**config.mk**
```make
export PLATFORM = sky130hd
export DESIGN_NAME = pc_select_reg
export DESIGN_NICKNAME = d
export VERILOG_FILES = /design/src/rtl/pc_select_reg.sv
export SDC_FILE = /design/constraint.sdc
export NUM_CORES = 1
export LEC_CHECK = 0
export ABC_AREA = 0
export BUFFER_PORTS_ARGS = -buffer_cell sky130_fd_sc_hd__clkbuf_2
export CAP_MARGIN = 20
export CORE_ASPECT_RATIO = 0.9
export CORE_MARGIN = 10
export CORE_UTILIZATION = 45
export CTS_BUF_LIST = sky130_fd_sc_hd__clkbuf_16
export DETAILED_ROUTE_END_ITERATION = 8
export GPL_ROUTABILITY_DRIVEN = 0
export PLACE_DENSITY = 0.72
export SYNTH_ARGS = -nofsm -noshare
export SYNTH_HDL_FRONTEND = slang
export SYNTH_SLANG_ARGS = --single-unit
export TNS_END_PERCENT = 30
```
**constraint.sdc**
```tcl
create_clock -name clock -period 6.4 [get_ports clock]
set_input_delay 0 -clock clock [delete_from_list [all_inputs] [get_ports clock]]
set_output_delay 0 -clock clock [all_outputs]
set_load 0.005 [all_outputs]
```
**src/rtl/pc_select_reg.sv**
```systemverilog
// pc_select_reg
//   Program counter register with next-PC source selection. Each cycle the PC
//   either advances by STEP, takes a decoded redirect target, or holds on stall.
//   A redirect that arrives while stalled is parked in a pending register. The
//   newest parked redirect wins. It is applied when the stall drops.
//
//   Optional feature: define PC_TRAP_EN to enable the trap input. A trap loads
//   TRAP_VECTOR regardless of stall and discards any pending redirect. Without
//   PC_TRAP_EN the trap port exists but is ignored.
//
// Parameters
//   WIDTH         PC / target width in bits
//   STEP          sequential increment
//   RESET_VECTOR  PC value after reset
//   TRAP_VECTOR   PC value on trap (truncated to WIDTH)
//
// Ports
//   clock          in   rising-edge clock
//   reset_n        in   asynchronous active-low reset
//   stall          in   1 = hold the PC
//   control[2:0]   in   [2:1] source select, [0] branch condition
//   jump_target    in   target for select 10
//   branch_target  in   target for select 11, and 01 when control[0]=1
//   trap           in   trap request (used only with PC_TRAP_EN)
//   pc             out  registered program counter
//   pc_next_seq    out  combinational pc + STEP, wrapping
//   redirected     out  one-cycle pulse after a non-sequential PC load
//   pending        out  high while a stalled redirect is parked (HOLD)
module pc_select_reg #(
   parameter int unsigned WIDTH        = 32,
   parameter int unsigned STEP         = 4,
   parameter int unsigned RESET_VECTOR = 0,
   parameter int unsigned TRAP_VECTOR  = 32'h00000080
) (
   input  logic             clock,
   input  logic             reset_n,
   input  logic             stall,
   input  logic [2:0]       control,
   input  logic [WIDTH-1:0] jump_target,
   input  logic [WIDTH-1:0] branch_target,
   input  logic             trap,
   output logic [WIDTH-1:0] pc,
   output logic [WIDTH-1:0] pc_next_seq,
   output logic             redirected,
   output logic             pending
);

   localparam logic [WIDTH-1:0] RESET_PC = WIDTH'(RESET_VECTOR);
   localparam logic [WIDTH-1:0] STEP_W   = WIDTH'(STEP);

   typedef enum logic {RUN = 1'b0, HOLD = 1'b1} state_t;

   state_t           state_reg, state_next;
   logic [WIDTH-1:0] pc_reg, pc_next;
   logic [WIDTH-1:0] pend_reg, pend_next;
   logic             redir_reg, redir_next;

   logic             has_redir;
   logic [WIDTH-1:0] redir_target;

`ifdef PC_TRAP_EN
   localparam logic [WIDTH-1:0] TRAP_PC = WIDTH'(TRAP_VECTOR);
`else
   // The trap input and vector are intentionally unused in this build.
   logic unused_trap;
   assign unused_trap = &{1'b0, trap, TRAP_VECTOR[0]};
`endif

   // Modular add: the carry out of the top bit is simply dropped.
   assign pc_next_seq = pc_reg + STEP_W;

   // Redirect decode. Select 01 is the conditional branch.
   always_comb begin
      has_redir    = 1'b0;
      redir_target = branch_target;
      case (control[2:1])
         2'b01: has_redir = control[0];
         2'b10: begin
            has_redir    = 1'b1;
            redir_target = jump_target;
         end
         2'b11: has_redir = 1'b1;
         default: has_redir = 1'b0;
      endcase
   end

   always_comb begin
      state_next = state_reg;
      pc_next    = pc_reg;
      pend_next  = pend_reg;
      redir_next = 1'b0;

      case (state_reg)
         RUN: begin
            if (!stall) begin
               pc_next    = has_redir ? redir_target : pc_next_seq;
               redir_next = has_redir;
            end else if (has_redir) begin
               pend_next  = redir_target;
               state_next = HOLD;
            end
         end
         HOLD: begin
            if (stall) begin
               if (has_redir)
                  pend_next = redir_target;
            end else begin
               // A redirect decoded on the release cycle is newer than the
               // parked one, so it takes precedence.
               pc_next    = has_redir ? redir_target : pend_reg;
               redir_next = 1'b1;
               state_next = RUN;
            end
         end
         default: state_next = RUN;
      endcase

`ifdef PC_TRAP_EN
      if (trap) begin
         pc_next    = TRAP_PC;
         pend_next  = '0;
         redir_next = 1'b1;
         state_next = RUN;
      end
`endif
   end

   always_ff @(posedge clock or negedge reset_n) begin
      if (!reset_n) begin
         state_reg <= RUN;
         pc_reg    <= RESET_PC;
         pend_reg  <= '0;
         redir_reg <= 1'b0;
      end else begin
         state_reg <= state_next;
         pc_reg    <= pc_next;
         pend_reg  <= pend_next;
         redir_reg <= redir_next;
      end
   end

   assign pc         = pc_reg;
   assign redirected = redir_reg;
   assign pending    = (state_reg == HOLD);

endmodule
```
==> results.yml, run 1 <==
critical_path:
  timing.critical_path.arrival_ns: 2.68
  wp_data_required_ns: 6.40
  timing.critical_path.fanout_max: 8
  timing.critical_path.slowest_cell_delay_ns: 0.63
  worst_setup_path_end_kind: "output pin"
  crit_path_cell_trace: "ha_1, nand2_1, or3_4, nor4_1, xor2_1, clkbuf_2"
  critical_path_class: "register to output pin"
  start_point_of_the_critical_path: "pc[2]"
  reg2reg_from: "pc[2]"
  crit_path_top_delay_cell: "nor4_1"
  nature_of_the_critical_path_startpoint: "register"
clock_network:
  clock_tree_from_tritoncts: "built"
  max_h_tree_level: 3
  cts_post_setup_buffers_inserted: 0
  clk_path_buf_depth: 2
  tritoncts.num_buffers: 9
  cts_sinks: 66
  clock_tree.root_cell: "clkbuf_16"
  clk_pin_slew_ns: 0.05
  clock_latency_ns: 0.32
worst_hold_path:
  timing.hold.worst.class: "input port to register"
  hold_start: "branch_target[3]"
synth:
  synthArstFlopShare_pct: 100
  register_bit_total_from_synthesis: 66
  syn-mean-instance-area_um2: 9.42
  synth_ff_type: "dfrtp_1"
  syn-instance-count: 460
  postSynthNetCount: 532
  synth_enable_flop_cells: 0
  synth_area_um2: 4330
  synth-warning-count: 0
  synth_seq_area_share_pct: 38.1
  yosysUniqueCellTypes: 46
grt:
  grt_pass1_wl_mm: 21.1
  pin_count_of_the_biggest_net_entering_global_routing: 106
  grt_antenna_before_repair: 0
  global_route.usage.total_pct: 18.4
  grt_overflow_total: 0
  grt_pass1_vias: 4034
place:
  placed_area_um2: 5030
  placement.io_buffers: 135
  post-place-cells: 678
  hpwl_mm: 9.39
job:
  timing.max_cap.violations: 0
die:
  dieHeight_um: 113
  floorplan.rows: 33
  floorplan.initialDensity_pct: 46.9
  fp.dieW_um: 123
  design.core.area_um2: 9250
  ioPinCount: 137
  die-area_um2: 14000
status:
  run_status: "finished, final reports clean"
finish:
  syn2layout_area_growth_pct: 23.6
  drive_above_1_share_pct: 34.8
  most-common-layout-cells: "133 x clkbuf_2, 66 x dfrtp_1, 64 x a22o_1"
  layout.nets: 641
  fin_area_um2: 5360
  insertedDiodeCount: 0
  final_cell_count_no_fill: 696
  layout.cells.most_common: "clkbuf_2"
drt:
  routed_wire_length_per_instance_um: 18.6
  dr.first_iter.drc_count: 495
  drt.antenna.violating_nets: 0
  detail_route.drc_violations: 0
  post_drt_via_cell_ratio: 5.91
  drt_first_pass_iters: 5
  vias: 4114
  postRouteWirelength_mm: 12.9
timing:
  max_slew.worst_pin.slew_ns: 1.06
  timing.fmax_mhz: 373
  timing.setup.tns_ns: 0
  period_minus_slack_ns: 2.68
  relSlewSlack_pct: 29.4
  report.final.setup_viol: 0
  maxSlewViolCount: 0
  timing.final.crit_share_pct: 41.9
  clock-skew-final_ns: 0.00359
  timing_hold_violations_final: 0
  rsz0062_at_grt: "no"
power:
  ir_worst_vdd_v: 0.000158
  power_density_of_the_placed_cells_nw_per_um2: 256
  power_leakage_nw: 2.46
-- repair_timing --
action                                 4_1_cts  5_1_grt
gates resized for setup                      0        0
endpoints found under the hold margin       66        0
hold buffers                                 1        0
-- area by class of cell --
type                            count  area (um2)
Clock buffer                        9         225
Timing Repair Buffer              143         758
Tap cell                          122         153
Inverter                           11        41.3
Multi-Input combinational cell    338        2470
Fill cell                         816        3890
Clock inverter                      7        60.1
Sequential cell                    66        1650
-- cell families after synthesis --
group	Yosys count	share of synthesized area, %
flip-flops	66	38.1
multiplexers	33	8.57
adder cells (fa/ha/maj)	1	0.289
AO/OA/AOI/OAI	179	29.2
XOR/XNOR	28	5.66
buffers and inverters	56	5.14
AND/OR/NAND/NOR	97	13.0
-- worst max-delay path, delay by kind of cell (launching register included) --
| kind | cells | cell delay [ns] |
|---|---|---|
| fa+ha+maj | 1 | 0.40 |
| simple gates | 3 | 1.14 |
| flops | 1 | 0.47 |
| buf+inv | 1 | 0.14 |
| xor+xnor | 1 | 0.21 |
-- routing by layer --
layer	global-route usage [%]	routed length (um)	vias to the layer above
li1	-	-	1970
met3	3.98	1130	10
met2	27.0	5900	168
met5	0	0	-
met4	4.97	138	0
met1	26.4	5770	1966
-- power breakdown --
group	total, mW	internal (mW)	switching, mW
combinational	0.340	0.173	0.167
sequential	0.558	0.480	0.0778
clock	0.474	0.296	0.178
-- per-stage QoR --
step	power, mW	setup slack (ns)	util [%]	hold WS [ns]
finish	1.37	3.72	57.9	0.0719
global route	1.45	3.55	57.9	0.0889
CTS	1.38	3.72	57.6	0.0644
detailed placement	0.903	3.57	54.4	0.253
global placement	0.891	3.67	54.4	0.239
floorplan	0.748	4.15	-	-0.296
-- final timing paths --
path	to	slack [ns]	cells after the start
setup / recovery	pc_next_seq[28]	3.72	6
hold / removal	pend_reg[3]	0.07	3
setup reg to reg	pc[28]	3.80	6
hold reg to reg	pend_reg[5]	0.50	1
max in group asynchronous	pend_reg[3]	5.44	3
min in group asynchronous	pend_reg[22]	0.39	3
-- cells in the mapped netlist, types with 3 or more instances --
cell / number / area share [%]
a21oi_1: 37 / 4.3
xor2_1: 8 / 1.6
nand3_1: 15 / 1.7
dfrtp_1: 66 / 38
nor2_1: 14 / 1.2
buf_2: 4 / 0.46
clkbuf_1: 37 / 3.2
a211oi_1: 6 / 1.0
nor4_1: 4 / 0.58
o21ai_0: 29 / 3.3
and2_1: 7 / 1.0
nor3_1: 7 / 0.81
nand2_1: 15 / 1.3
nand4_1: 8 / 1.2
a211o_1: 4 / 0.81
inv_1: 11 / 0.95
a31oi_1: 4 / 0.58
o22ai_1: 10 / 1.4
or3_4: 4 / 1.0
and3_1: 5 / 0.72
a22o_1: 64 / 13
xnor2_1: 20 / 4.0
a221oi_1: 3 / 0.61
nand2b_1: 5 / 0.72
mux2_2: 33 / 8.6
and4_1: 3 / 0.61
o31a_1: 13 / 2.6
Power figures use the tool's default switching activity.
==> run 2, diff against run 1 <==
Settings changed: PLACE_DENSITY 0.72 to 0.75.
Clock period 6.4 ns to 2.3 ns, I/O delays scaled along.
==> run 2 against run 1 <==
Compared with the run above: die area unchanged; non-clock buffer count up 14; sequential power rose to 2.7 times the previous value; clock-buffer cell count unchanged; setup slack worse by 3.6 ns; largest power group unchanged.
==> results.yml, run 2 (synthesis gave the netlist of run 1 again) <==
finish:
  insertedDiodeCount: 0
  layout.nets: 655
  filler_instances: 790
  fin_area_um2: 5530
  finish.utilization_pct: 59.8
  syn2layout_area_growth_pct: 27.6
  most-common-layout-cells: "133 x clkbuf_2, 66 x dfrtp_1, 64 x a22o_1"
  drive_above_1_share_pct: 37.1
  layout.cells.most_common: "clkbuf_2"
clock_network:
  clock_tree_from_tritoncts: "built"
  tritoncts.num_buffers: 9
  cts_sinks: 66
  clk_path_buf_depth: 2
  clock_tree.root_cell: "clkbuf_16"
  max_h_tree_level: 3
  clock_latency_ns: 0.33
  clk_pin_slew_ns: 0.06
timing:
  timing_hold_violations_final: 0
  timing.final.crit_share_pct: 94.7
  report.final.setup_viol: 0
  timing.setup.tns_ns: 0
  max_slew.worst_pin.slew_ns: 0.679
  rsz0062_at_grt: "no"
  relSlewSlack_pct: 54.8
  timing.fmax_mhz: 459
  period_minus_slack_ns: 2.18
  clock-skew-final_ns: 0.0109
  maxSlewViolCount: 0
drt:
  drt_first_pass_iters: 5
  post_drt_via_cell_ratio: 5.95
  dr.first_iter.drc_count: 384
  detail_route.drc_violations: 0
  postRouteWirelength_mm: 13.8
  vias: 4228
  routed_wire_length_per_instance_um: 19.5
  drt.antenna.violating_nets: 0
status:
  run_status: "finished, final reports clean"
grt:
  grt_overflow_total: 0
  grt_antenna_before_repair: 0
  grt_pass1_wl_mm: 22.1
  global_route.usage.total_pct: 19.4
  grt_pass1_vias: 4140
  pin_count_of_the_biggest_net_entering_global_routing: 105
power:
  power_density_of_the_placed_cells_nw_per_um2: 728
  power_leakage_nw: 2.55
  ir_worst_vdd_v: 0.000369
critical_path:
  timing.critical_path.fanout_max: 6
  timing.critical_path.arrival_ns: 2.18
  worst_setup_path_end_kind: "output pin"
  critical_path_class: "register to output pin"
  nature_of_the_critical_path_startpoint: "register"
  wp_data_required_ns: 2.30
  reg2reg_slack_ns: 0.14
place:
  placement.io_buffers: 135
  placed_area_um2: 5180
  hpwl_mm: 10.2
die:
  ioPinCount: 137
  floorplan.initialDensity_pct: 46.9
  fp.dieW_um: 123
  floorplan.rows: 33
  dieHeight_um: 113
  design.core.area_um2: 9250
  die-area_um2: 14000
worst_hold_path:
  timing.hold.worst.class: "input port to register"
job:
  timing.max_cap.violations: 0
run 2: through the flow:
step / std cells / setup slack, ns / hold WS (ns) / power, mW
2_1_floorplan: 460 / 0.0477 / -0.296 / 2.08
4_1_cts: 710 / 0.0597 / 0.0631 / 4.04
3_5_place_dp: 693 / 0.167 / 0.0525 / 2.58
5_1_grt: 710 / 0.0193 / 0.0753 / 4.22
3_3_place_gp: 693 / 0.218 / 0.0448 / 2.54
6_report: 710 / 0.122 / 0.0589 / 4.03
run 2: layout make-up:
cell class,count,area (um2),share of cell area [%]
clock buffer,9,225,4.07
clock inverter,7,93.8,1.70
inverter,11,41.3,0.747
multi-input combinational,338,2480,44.9
sequential,66,1650,29.9
tap,122,153,2.76
timing repair buffer,157,881,15.9
run 2: worst paths after layout:
check / from / endpoint / cells past startpoint
hold / removal: branch_target[16] / pend_reg[16] / 3
max in group asynchronous: reset_n / pend_reg[8] / 3
setup / recovery: pc[6] / pc_next_seq[31] / 6
min in group asynchronous: reset_n / pend_reg[16] / 2
hold reg to reg: pend_reg[5] / pend_reg[5] / 1
setup reg to reg: pc[6] / pc[27] / 5
run 2: power breakdown:
part	total, mW	switching [mW]	leakage, nW	internal (mW)
clock network	1.46	0.517	0.153	0.946
registers	1.53	0.191	0.802	1.34
logic	1.04	0.523	1.59	0.514
total	4.03	1.23	2.55	2.80
run 2: worst max-delay path, stage by stage, from the launching register on:
cell	delay [ns]
dfrtp_1	0.48
nand4_4	0.17
or3_4	0.44
nor3_2	0.27
buf_4	0.17
xnor2_1	0.14
clkbuf_2	0.16
run 2: per-layer routing:
metal / up-vias / global-route usage (%) / part of all wire (%)
met5: - / 0 / 0
met4: 0 / 5.51 / 1.6
met3: 18 / 5.02 / 8.9
met2: 172 / 29.8 / 47
met1: 2043 / 26.3 / 42
li1: 1995 / - / -
run 2: repair_timing:
item | in CTS | in global routing
resized for setup | 0 | 3
buffers inserted | 0 | 0
setup endpoints to repair | 0 | 4
hold buffers | 1 | 0
endpoints found under the hold margin | 27 | 0
==> run 3, diff against run 2 <==
Settings changed: CORE_UTILIZATION 45 to 47, PLACE_DENSITY 0.75 to 0.77.
==> run 3 against run 2 <==
Compared with the run above: sequential power hardly changed; critical path type unchanged; final cell count shrank 0.14%; cell area fell by 1.2%; via count rose by 2.5%; core utilization grew 0.63 points; clock-buffer cell count did not move.
==> results.yml, run 3 (synthesis gave the netlist of run 1 again) <==
critical_path:
  wp_data_required_ns: 2.30
  critical_path_class: "register to output pin"
  timing.critical_path.fanout_max: 7
  nature_of_the_critical_path_startpoint: "register"
  worst_setup_path_end_kind: "output pin"
  timing.critical_path.arrival_ns: 2.21
grt:
  pin_count_of_the_biggest_net_entering_global_routing: 105
  grt_pass1_vias: 4238
  grt_antenna_before_repair: 0
  global_route.usage.total_pct: 19.9
  grt_pass1_wl_mm: 22.0
  grt_overflow_total: 0
timing:
  rsz0062_at_grt: "yes"
  maxSlewViolCount: 0
  report.final.setup_viol: 0
  timing.fmax_mhz: 452
  relSlewSlack_pct: 49.8
  timing_hold_violations_final: 0
  clock-skew-final_ns: 0.00938
  period_minus_slack_ns: 2.21
  timing.final.crit_share_pct: 96.1
  max_slew.worst_pin.slew_ns: 0.749
die:
  design.core.area_um2: 9040
  floorplan.rows: 33
  fp.dieW_um: 121
  die-area_um2: 13500
  dieHeight_um: 111
  ioPinCount: 137
  floorplan.initialDensity_pct: 47.9
clock_network:
  clock_tree_from_tritoncts: "built"
  max_h_tree_level: 3
  clk_pin_slew_ns: 0.05
  clock_latency_ns: 0.33
  cts_post_setup_buffers_inserted: 0
  clk_path_buf_depth: 2
  cts_sinks: 66
  clock_tree.root_cell: "clkbuf_16"
  tritoncts.num_buffers: 9
finish:
  most-common-layout-cells: "133 x clkbuf_2, 66 x dfrtp_1, 64 x a22o_1"
  insertedDiodeCount: 0
  syn2layout_area_growth_pct: 26.1
  layout.cells.most_common: "clkbuf_2"
  finish.utilization_pct: 60.4
  drive_above_1_share_pct: 36.8
  final_cell_count_no_fill: 709
  layout.nets: 654
  fin_area_um2: 5460
drt:
  drt_first_pass_iters: 5
  detail_route.drc_violations: 0
  vias: 4333
  postRouteWirelength_mm: 13.8
  dr.first_iter.drc_count: 501
  post_drt_via_cell_ratio: 6.11
  drt.antenna.violating_nets: 0
  routed_wire_length_per_instance_um: 19.4
job:
  timing.max_cap.violations: 0
power:
  ir_worst_vdd_v: 0.000339
  power_density_of_the_placed_cells_nw_per_um2: 711
  power_leakage_nw: 2.52
  post-layout-total-power_mw: 3.89
place:
  placement.io_buffers: 135
  hpwl_mm: 10.2
  placed_area_um2: 5150
  post-place-cells: 692
status:
  run_status: "finished, final reports clean"
worst_hold_path:
  timing.hold.worst.class: "input port to register"
run 3: cell types whose count changed in the layout (fill, tap and decap cells not counted), sizes merged:
cell    previous run  this run
buf               23        22
bufinv             2         1
clkinv             4         5
run 3: path summary, 6_finish.rpt:
kind                            slack, ns  cells after the start         endpoint              from
min in group asynchronous            0.14                      2     pend_reg[13]           reset_n
worst max-delay path                 0.09                      5  pc_next_seq[27]             pc[5]
worst min-delay path                 0.07                      3      pend_reg[0]  branch_target[0]
worst max register to register       0.13                      5           pc[27]             pc[5]
worst min register to register       0.50                      1      pend_reg[6]       pend_reg[6]
max in group asynchronous            1.49                      3            pc[7]           reset_n
run 3: power breakdown:
part / leakage, nW / switching (mW) / internal [mW]
registers: 0.802 / 0.197 / 1.34
logic: 1.58 / 0.517 / 0.507
clock network: 0.140 / 0.504 / 0.825
run 3: layer usage:
| layer | track usage, % | share of wire [%] |
|---|---|---|
| met5 | 0 | 0 |
| met4 | 5.64 | 1.5 |
| met3 | 4.48 | 7.9 |
| met2 | 30.7 | 47 |
| met1 | 27.0 | 43 |
run 3: what timing repair did:
item,CTS,global route
hold buffers,1,0
setup endpoints to repair,0,4
gates resized for setup,0,3
endpoints found under the hold margin,15,0
run 3: worst max-delay path, cell delays in order, from the launching register on:
cell and delay, ns:
dfrtp_1 0.48, nand4_4 0.18, or3_4 0.43, or3_4 0.43, xnor2_1 0.21, clkbuf_2 0.15
run 3: metrics by stage:
| stage | setup TNS, ns | hold WS (ns) | setup slack [ns] |
|---|---|---|---|
| after global placement | 0 | -0.0782 | 0.205 |
| after global routing | -0.000270 | 0.0784 | -0.000270 |
| after floorplan | 0 | -0.296 | 0.0477 |
| after detailed placement | 0 | -0.0663 | 0.161 |
| final | 0 | 0.0674 | 0.0887 |
| after CTS | 0 | 0.0611 | 0.0333 |
run 3: area by class of cell:
cell class,count,area (um2)
Inverter,11,41.3
Timing Repair Buffer,156,848
Sequential cell,66,1650
Multi-Input combinational cell,338,2480
Clock buffer,9,225
Fill cell,755,3580
Tap cell,122,153
Clock inverter,7,60.1
